===== src/rtl/rv_fetch_pkg.sv =====
// rv_fetch_pkg: instruction field widths, decode-field extractors and fetch FSM states
package rv_fetch_pkg;
    localparam int INST_W = 32;
    localparam int OPCODE_W = 7;
    localparam int FUNCT_W = 4;
    localparam logic [INST_W-1:0] NOP_INST = 32'h0000_0013;
    typedef enum logic [1:0] {RUN, DRAIN} fetch_state_t;
    function automatic logic [OPCODE_W-1:0] get_opcode(input logic [INST_W-1:0] inst);
        return inst[6:0];
    endfunction
    // Packing matches the ALU_Control input encoding
    function automatic logic [FUNCT_W-1:0] get_funct(input logic [INST_W-1:0] inst);
        return {inst[30], inst[14:12]};
    endfunction
endpackage


===== src/rtl/fetch_buffer.sv =====
// fetch_buffer: synchronous FIFO with flush; head entry is read combinationally
module fetch_buffer #(
    parameter int WIDTH = 96,
    parameter int DEPTH = 2
) (
    input  logic                   clk,
    input  logic                   reset,
    input  logic                   push,
    input  logic                   pop,
    input  logic                   flush,
    input  logic [WIDTH-1:0]       din,
    output logic [WIDTH-1:0]       dout,
    output logic [$clog2(DEPTH):0] count,
    output logic                   full,
    output logic                   empty
);
    localparam int AW = $clog2(DEPTH);
    logic [WIDTH-1:0] mem [DEPTH];
    logic [AW-1:0] wr_ptr, rd_ptr;
    logic do_push, do_pop;
    assign full = count == (AW+1)'(DEPTH);
    assign empty = count == '0;
    assign do_pop = pop && !empty;
    assign do_push = push && (!full || do_pop);
    assign dout = mem[rd_ptr];
    always_ff @(posedge clk) begin
        if (reset || flush) begin
            wr_ptr <= '0;
            rd_ptr <= '0;
            count <= '0;
        end else begin
            wr_ptr <= do_push ? wr_ptr + AW'(1) : wr_ptr;
            rd_ptr <= do_pop ? rd_ptr + AW'(1) : rd_ptr;
            count <= count + (AW+1)'(do_push) - (AW+1)'(do_pop);
        end
    end
    always_ff @(posedge clk) begin
        if (do_push && !reset && !flush) mem[wr_ptr] <= din;
    end
endmodule


===== src/rtl/instr_fetch_unit.sv =====
// instr_fetch_unit: PC/fetch-request engine with redirect handling and a decode-side handshake
module instr_fetch_unit import rv_fetch_pkg::*; #(
    parameter int                  PC_WIDTH  = 64,
    parameter logic [PC_WIDTH-1:0] RESET_PC  = '0,
    parameter int                  BUF_DEPTH = 2
) (
    input  logic                clk,
    input  logic                reset,
    output logic                imem_req_valid,
    input  logic                imem_req_ready,
    output logic [PC_WIDTH-1:0] imem_req_addr,
    input  logic                imem_rsp_valid,
    input  logic [INST_W-1:0]   imem_rsp_data,
    input  logic                redirect_valid,
    input  logic [PC_WIDTH-1:0] redirect_pc,
    output logic                out_valid,
    input  logic                out_ready,
    output logic [PC_WIDTH-1:0] out_pc,
    output logic [INST_W-1:0]   out_inst,
    output logic [OPCODE_W-1:0] opcode,
    output logic [FUNCT_W-1:0]  Funct
);
    localparam int CW = $clog2(BUF_DEPTH) + 1;
    localparam int EW = PC_WIDTH + INST_W;
    fetch_state_t state, state_next;
    logic [PC_WIDTH-1:0] pc, pc_tail, target;
    logic [CW-1:0] outstanding, outstanding_next, drop, drop_next, count;
    logic req_fire, push, pop, full, empty;
    logic [EW-1:0] head;
    assign target = {redirect_pc[PC_WIDTH-1:2], 2'b00};
    // Requests in flight plus words held may never exceed the buffer size
    assign imem_req_valid = !reset && ({1'b0, outstanding} + {1'b0, count} < (CW+1)'(BUF_DEPTH));
    assign imem_req_addr = pc;
    assign req_fire = imem_req_valid && imem_req_ready;
    assign outstanding_next = outstanding + CW'(req_fire) - CW'(imem_rsp_valid);
    assign push = imem_rsp_valid && drop == '0 && !redirect_valid;
    assign out_valid = !empty;
    assign pop = out_valid && out_ready;
    assign {out_pc, out_inst} = out_valid ? head : '0;
    assign opcode = get_opcode(out_inst);
    assign Funct = get_funct(out_inst);
    fetch_buffer #(.WIDTH(EW), .DEPTH(BUF_DEPTH)) u_buf (
        .clk(clk),
        .reset(reset),
        .push(push),
        .pop(pop),
        .flush(redirect_valid),
        .din({pc_tail, imem_rsp_data}),
        .dout(head),
        .count(count),
        .full(full),
        .empty(empty)
    );
    always_comb begin
        drop_next = redirect_valid ? outstanding_next
                  : (imem_rsp_valid && drop != '0) ? drop - CW'(1) : drop;
        state_next = redirect_valid ? (outstanding_next != '0 ? DRAIN : RUN)
                   : (state == DRAIN && drop_next == '0) ? RUN : state;
    end
    always_ff @(posedge clk) begin
        if (reset) begin
            state <= RUN;
            pc <= RESET_PC;
            pc_tail <= RESET_PC;
            outstanding <= '0;
            drop <= '0;
        end else begin
            state <= state_next;
            pc <= redirect_valid ? target : req_fire ? pc + PC_WIDTH'(4) : pc;
            pc_tail <= redirect_valid ? target : push ? pc_tail + PC_WIDTH'(4) : pc_tail;
            outstanding <= outstanding_next;
            drop <= drop_next;
        end
    end
    always_ff @(posedge clk) begin
        if (!reset) assert (!(push && full));
    end
endmodule

===== config.mk =====
export PLATFORM = sky130hd
export DESIGN_NAME = instr_fetch_unit
export DESIGN_NICKNAME = d
export VERILOG_FILES = /design/src/rtl/rv_fetch_pkg.sv /design/src/rtl/fetch_buffer.sv /design/src/rtl/instr_fetch_unit.sv
export SDC_FILE = /design/constraint.sdc
export NUM_CORES = 1
export LEC_CHECK = 0
export BUFFER_PORTS_ARGS = -buffer_cell sky130_fd_sc_hd__buf_2
export CORE_MARGIN = 4
export CORE_UTILIZATION = 56
export DETAILED_ROUTE_END_ITERATION = 8
export PLACE_DENSITY = 0.8
export SLEW_MARGIN = 20
export SYNTH_ARGS = -nofsm -noshare
export SYNTH_HDL_FRONTEND = slang
export SYNTH_SLANG_ARGS = --single-unit
export TNS_END_PERCENT = 5

===== constraint.sdc =====
create_clock -name clk -period 10.95 [get_ports clk]
set_input_delay 2.19 -clock clk [delete_from_list [all_inputs] [get_ports clk]]
set_output_delay 2.19 -clock clk [all_outputs]
set_load 0.05 [all_outputs]

=== Word level (Yosys, flattened, before mapping) ===
Memories as Yosys holds them, arrays and structs flattened. A register that Yosys moved wholly into a read port is not among the register bits.
Index checks and enable logic that the tools add are counted.

* Flip-flop bits (word level): 136
* Bits in latches: 0
* Bits in writable memories: 192
* ROM bits: 0
* Input port bits: 102
* Output and inout port bits: 173
* Word-level logic and storage cells: 56
* Memories kept: 1

{| class="wikitable"
|+ Memories
! name !! depth !! bits a word !! read ports !! clocked after Yosys merged registers in !! write ports !! RTL line !! text
|-
| u_buf.mem || 2 || 96 || 1 || 1 || 1 || fetch_buffer.sv:18 || <nowiki>logic [WIDTH-1:0] mem [DEPTH];</nowiki>
|}

* Add/sub/neg operators: 10
* Multiply operators: 0
* Divide/modulo/power cells: 0
* $lt $le $gt $ge: 1
* Equality and inequality tests: 1
* Shift-type cells: 0
* Mux-type cells: 11
* Bitwise logic cells: 0
* Reductions and logical operators: 23

{| class="wikitable"
|+ Operators by type and width
! kind !! count
|-
| 2-to-1 mux 64 bit || 4
|-
| adder 64 x 3 -> 64 bit, second input constant || 2
|-
| 2-to-1 mux 96 bit || 1
|-
| logical AND 1 bit || 10
|-
| nonzero test 2 bit || 4
|-
| adder 2 x 1 -> 2 bit || 2
|-
| logical NOT 1 bit || 4
|-
| logical NOT 2 bit || 2
|-
| 2-to-1 mux 1 bit || 4
|-
| 2-to-1 mux 2 bit || 2
|-
| subtractor 2 x 1 -> 2 bit || 2
|-
| adder 2 x 2 -> 3 bit || 1
|-
| less-than comparator 3 x 2 -> 1 bit, second input constant || 1
|-
| adder 1 bit, second input constant || 2
|-
| == test 2 bit, second input constant || 1
|-
| logical OR 1 bit || 2
|-
| OR reduction 2 bit || 1
|-
| subtractor 2 x 1 -> 2 bit, second input constant || 1
|}

=== Logic depth before layout (Yosys ltp) ===
* Depth after elaboration: 10
* Mapped depth: 12
* Gate-level depth less buffers: 11

=== By module ===
Synthesis repeated with hierarchy kept, for this count alone.

* Cells, all modules: 1357
* Area total of the unflattened synthesis: 15448.6 µm²

{| class="wikitable"
|+ By module, submodules not included
! module !! times used !! cells an instance !! area each (µm²) !! seq. area each (µm²)
|-
| instr_fetch_unit || 1 || 1028 || 8269.2 || 2562.5
|-
| fetch_buffer || 1 || 329 || 7179.4 || 5865.6
|}

=== Least setup slack after synthesis ===
OpenSTA, ideal clock, no wires.

* Kind: input -> register
* Start: input port redirect_valid
* End: memory u_buf.mem[1][0], enable pin
* Setup time: 0.681 ns
* Arrival time: 9.612 ns
* Data required time: 10.269 ns
* Path slack: 0.656 ns
* Stages: 3
* Buffers on the path: 1
* Cells stage by stage: clkbuf_1 > or3_1 > nor3b_1

* Cells in the longest elaborated chain, start to end: 7

{| class="wikitable"
|+ Ends and longest elaborated chain
! element !! RTL line !! text
|-
| start, declared || instr_fetch_unit.sv:14 || <nowiki>input logic redirect_valid,</nowiki>
|-
| logical NOT 1 bit * || fetch_buffer.sv:38, instr_fetch_unit.sv:36 ||
|-
| logical AND 1 bit || instr_fetch_unit.sv:36 || <nowiki>assign push = imem_rsp_valid && drop == '0 && !redirect_valid;</nowiki>
|-
| logical AND 1 bit || fetch_buffer.sv:24 || <nowiki>assign do_push = push && (!full || do_pop);</nowiki>
|-
| logical AND 1 bit || fetch_buffer.sv:38 || <nowiki>if (do_push && !reset && !flush) mem[wr_ptr] <= din;</nowiki>
|-
| logical AND 1 bit * || fetch_buffer.sv:38 ||
|-
| 2-to-1 mux 1 bit * || fetch_buffer.sv:38 ||
|-
| 2-to-1 mux 1 bit (not written as such) * || fetch_buffer.sv:38 ||
|-
| end, declared || fetch_buffer.sv:18 ||
|}

Every way passes the cells marked *; elsewhere a longest branch is shown, timed or not.

=== Worst setup path in the final report ===
* Start: input port reset
* End: output port imem_req_valid

* Cells in the longest elaborated chain, start to end: 2

{| class="wikitable"
|+ Ends and longest elaborated chain
! element !! RTL line !! text
|-
| start, declared || instr_fetch_unit.sv:8 || <nowiki>input logic reset,</nowiki>
|-
| logical NOT 1 bit || instr_fetch_unit.sv:32 || <nowiki>assign imem_req_valid = !reset && ({1'b0, outstanding} + {1'b0, count} < (CW+1)'(BUF_DEPTH));</nowiki>
|-
| logical AND 1 bit || instr_fetch_unit.sv:32 ||
|-
| end, declared || instr_fetch_unit.sv:9 || <nowiki>output logic imem_req_valid,</nowiki>
|}

No other way between the ends.

==> run_results.csv <==
group,metric,value,unit
cells_and_area,stdcell_area,0.0177,mm²
routing,viasPerCell,6.07,
worst_setup_path,critPathSlowestCell,"buf_4",
power,p_leak,6.66,nW
yosys,synth_ff_type,"edfxtp_1",
power,pwr-share-comb,14.0,%
clocking,clk_latency,0.50,ns
worst_setup_path,cp_max_fo,87,
clocking,cts_resized,0,
power,internal-power,2.10,mW
worst_setup_path,worst_ep_arrival_time,3.50,ns
placed_design,routabilityCongestion,0.913,
clocking,cts.clk_slew.worst_paths,0.05,ns
min_path,worstHoldPathCells,0,
yosys,synth-edff-count,188,
cells_and_area,layout-drive-gt1-share,20.3,%
timing,worstMarginPinSlew,1.04,ns
routing,ant_nets,0,
timing,fmax,176,MHz
timing,setup_violations,0,
routing,drt-initial-drc-count,1112,
yosys,yosys_register_bits,321,
floorplan,coreArea,0.0263,mm²
routing,wl_met2,19400,µm
clocking,clock_sink_count,321,
power,pwr-share-clk,37.8,%
placed_design,dp_hpwl,29000,µm
cells_and_area,multi_input_area,0.00618,mm²
min_path,hold_path.class,"flip-flop to flip-flop",
timing,period_share,52.0,%
global_routing,antenna_found_initial,1,
power,power_density,165,mW/mm²
clocking,cts_tree,"built",
routing,drc_errors,0,
yosys,avgSynthCellArea,10.6,µm²
clocking,cts-htree-levels,2,
placed_design,dpl_cell_area,0.0166,mm²
worst_setup_path,max_stage_delay,0.78,ns
power,switching_share,27.9,%
placed_design,port-buffer-count,268,
power,p_switching,0.813,mW
yosys,yosysUniqueCellTypes,63,
global_routing,grt_first_pass_wirelength,62600,µm
floorplan,io_pins,275,
yosys,synthCells,1418,
clocking,cts_hold_buf,0,
clocking,ctsLongestPathBuffers,3,
timing,skew,0.0131,ns
worst_setup_path,reg2regPathDepth,8,
timing,slew_violations,0,
floorplan,die_h,172,µm
routing,routed-wl-met3,3600,µm
flow_run,cap_violations,0,
global_routing,grt_pass1_vias,11400,
worst_setup_path,cp_num_buf_inv,3,
worst_setup_path,critPathRequiredTime,8.76,ns
global_routing,globalRouteOverflowTotal,0,
timing,period_needed,5.69,ns
timing,hold_viol,0,
floorplan,rows,59,
timing,slew_headroom,31.0,%
yosys,async_flop_share,0,%
routing,dr.pass1.iters,5,
run_status,status,"complete, no violations",
clocking,post_cts_buffers,0,
worst_setup_path,cp-start-kind,"primary input",
yosys,ys_seq_area_share,55.0,%
yosys,syn_area,0.0151,mm²
global_routing,grt_usage,26.8,%
cells_and_area,seqCellArea,0.00831,mm²
worst_setup_path,crit_family,"buffers and inverters",
worst_setup_path,end_kind,"output pin",
timing,grt_setup_unrepaired,"no",
worst_setup_path,worstSetupPathType,"primary input to output pin",
routing,drt_wl_total,41500,µm
routing,routed.top_layer,"met5",
worst_setup_path,crit_chain,"buf_2 -> buf_4 -> nor3_1 -> buf_2",
power,p_seq_share,48.2,%
routing,wire_per_inst,20.6,µm
cells_and_area,final_nets,1764,
power,ir_drop,0.101,mV
worst_setup_path,r2r_slack,6.91,ns
routing,wl_met1,17200,µm
floorplan,die_x,172,µm
global_routing,grt_max_degree,88,
cells_and_area,n_fill_cell,2015,
clocking,root_buffer,"clkbuf_16",
routing,via_count,12200,
clocking,cts_buffers,35,
cells_and_area,area_growth,17.1,%
yosys,yosysWarningCount,0,
floorplan,dieArea,0.0296,mm²
worst_setup_path,crit_cells,4,
timing,setup-tns-final,0,ns
floorplan,start_util,57.4,%
worst_setup_path,path_common_cell,"buf_2",
[registers in the layout, summed over array words and instances, names as in the netlist, named ones only]
signal / cells
drop: 2
imem_req_addr: 62
u_buf.mem: 188
u_buf.rd_ptr: 1
pc_tail: 62
u_buf.count: 2
outstanding: 2
u_buf.wr_ptr: 1
[Yosys cell counts (all sizes together), types with 5 or more instances]
| master | number | area [µm²] |
|---|---|---|
| o31ai | 8 | 60.1 |
| nor4 | 45 | 333 |
| and4 | 9 | 78.8 |
| a21oi | 62 | 310 |
| a21boi | 49 | 368 |
| ha | 7 | 87.6 |
| o21bai | 5 | 37.5 |
| nor3b | 6 | 45.0 |
| nor2 | 167 | 627 |
| and3 | 29 | 181 |
| dfxtp | 133 | 2660 |
| nand2 | 73 | 274 |
| nor3 | 28 | 150 |
| a311oi | 5 | 43.8 |
| o21ai | 9 | 45.0 |
| a211oi | 16 | 120 |
| o311a | 6 | 60.1 |
| a31oi | 7 | 43.8 |
| xnor2 | 30 | 263 |
| xor2 | 42 | 368 |
| buf | 26 | 163 |
| inv | 66 | 250 |
| nand4 | 63 | 415 |
| o21a | 10 | 75.1 |
| and2 | 11 | 68.8 |
| or3 | 10 | 62.6 |
| or4 | 8 | 60.1 |
| or2 | 6 | 37.5 |
| mux2i | 102 | 1020 |
| o31a | 29 | 254 |
| nor4b | 8 | 85.1 |
| nand3 | 71 | 355 |
| edfxtp | 188 | 5650 |
| clkbuf | 57 | 214 |
[placed cells by master (no fill, tap or decap), types with 5 or more instances in the layout]
cell type,n
buf_2,267
edfxtp_1,188
nor2_1,166
dfxtp_1,132
mux2i_1,102
nand2_1,73
nand3_1,71
inv_1,65
a21oi_1,62
nand4_1,61
xor2_1,42
a21boi_0,42
nor4_1,41
clkbuf_16,38
xnor2_1,30
and3_1,29
o31a_1,29
nor3_1,25
clkbuf_1,18
a211oi_1,16
buf_4,12
and2_1,11
or3_1,10
o21a_1,10
and4_1,9
o21ai_0,9
or4_1,8
o31ai_1,8
nor4b_1,7
a31oi_1,7
a21boi_1,7
ha_1,7
o311a_1,6
nor3b_1,5
o21bai_1,5
or2_2,5
a311oi_1,5
[worst register-to-register path: stages, from the launching register on]
cell and delay [ns]:
dfxtp_1 0.40, and2_1 0.17, fa_1 0.46, nor4b_4 0.71, inv_4 0.22, nor4_4 0.92
nand4_4 0.36, or4b_1 0.56, a31oi_1 0.16
[per-layer routing]
layer  GRT usage [%]  up-vias
li1                -     5715
met1            36.7     5866
met5               0        -
met3            4.82       81
met2            43.3      579
met4            9.02        2
[through the flow]
stage | setup WS [ns] | utilization (%) | total power [mW] | hold WS, ns | instances
floorplan | 0.656 | - | 1.72 | 0.424 | 1421
global placement | 5.36 | 63.1 | 1.83 | 0.459 | 1952
detailed placement | 5.28 | 63.1 | 1.84 | 0.473 | 1952
CTS | 5.27 | 67.2 | 2.93 | 0.487 | 2015
global route | 5.16 | 67.2 | 3.02 | 0.525 | 2015
finish | 5.26 | 67.2 | 2.92 | 0.490 | 2016
[worst paths after layout]
check	start	endpoint
setup / recovery	reset	imem_req_valid
hold / removal	pc_tail[63]	u_buf.mem[0][95]
setup reg to reg	u_buf.count[0]	imem_req_addr[58]
hold reg to reg	pc_tail[63]	u_buf.mem[0][95]
[logic make-up (layout without fill, tap and decap cells)]
group | Yosys count | in the layout | share of synthesized area, %
compound gates | 220 | 220 | 10.2
xor+xnor | 72 | 72 | 4.18
fa+ha+maj | 8 | 8 | 0.713
buf+inv | 150 | 409 | 4.18
flops | 321 | 321 | 55.0
mux | 102 | 102 | 6.77
other cells | 1 | 5 | 0.0248
simple gates | 544 | 544 | 18.9
[power by group through the flow]
stage	Combinational, mW	Clock [mW]	Sequential [mW]
global placement	0.401	0	1.42
finish	0.409	1.10	1.41
detailed placement	0.408	0	1.43
floorplan	0.252	0	1.47
global route	0.437	1.17	1.41
CTS	0.410	1.11	1.40
[layout make-up]
type	count	share of cell area, %
well taps	335	2.37
flip-flops and latches	321	47.1
inverters	67	1.44
repair buffers	279	8.07
clock inverters	5	0.135
diodes	1	0.0142
multi-input cells	950	35.0
clock buffers	58	5.92
(Power assumes the default switching activity.)
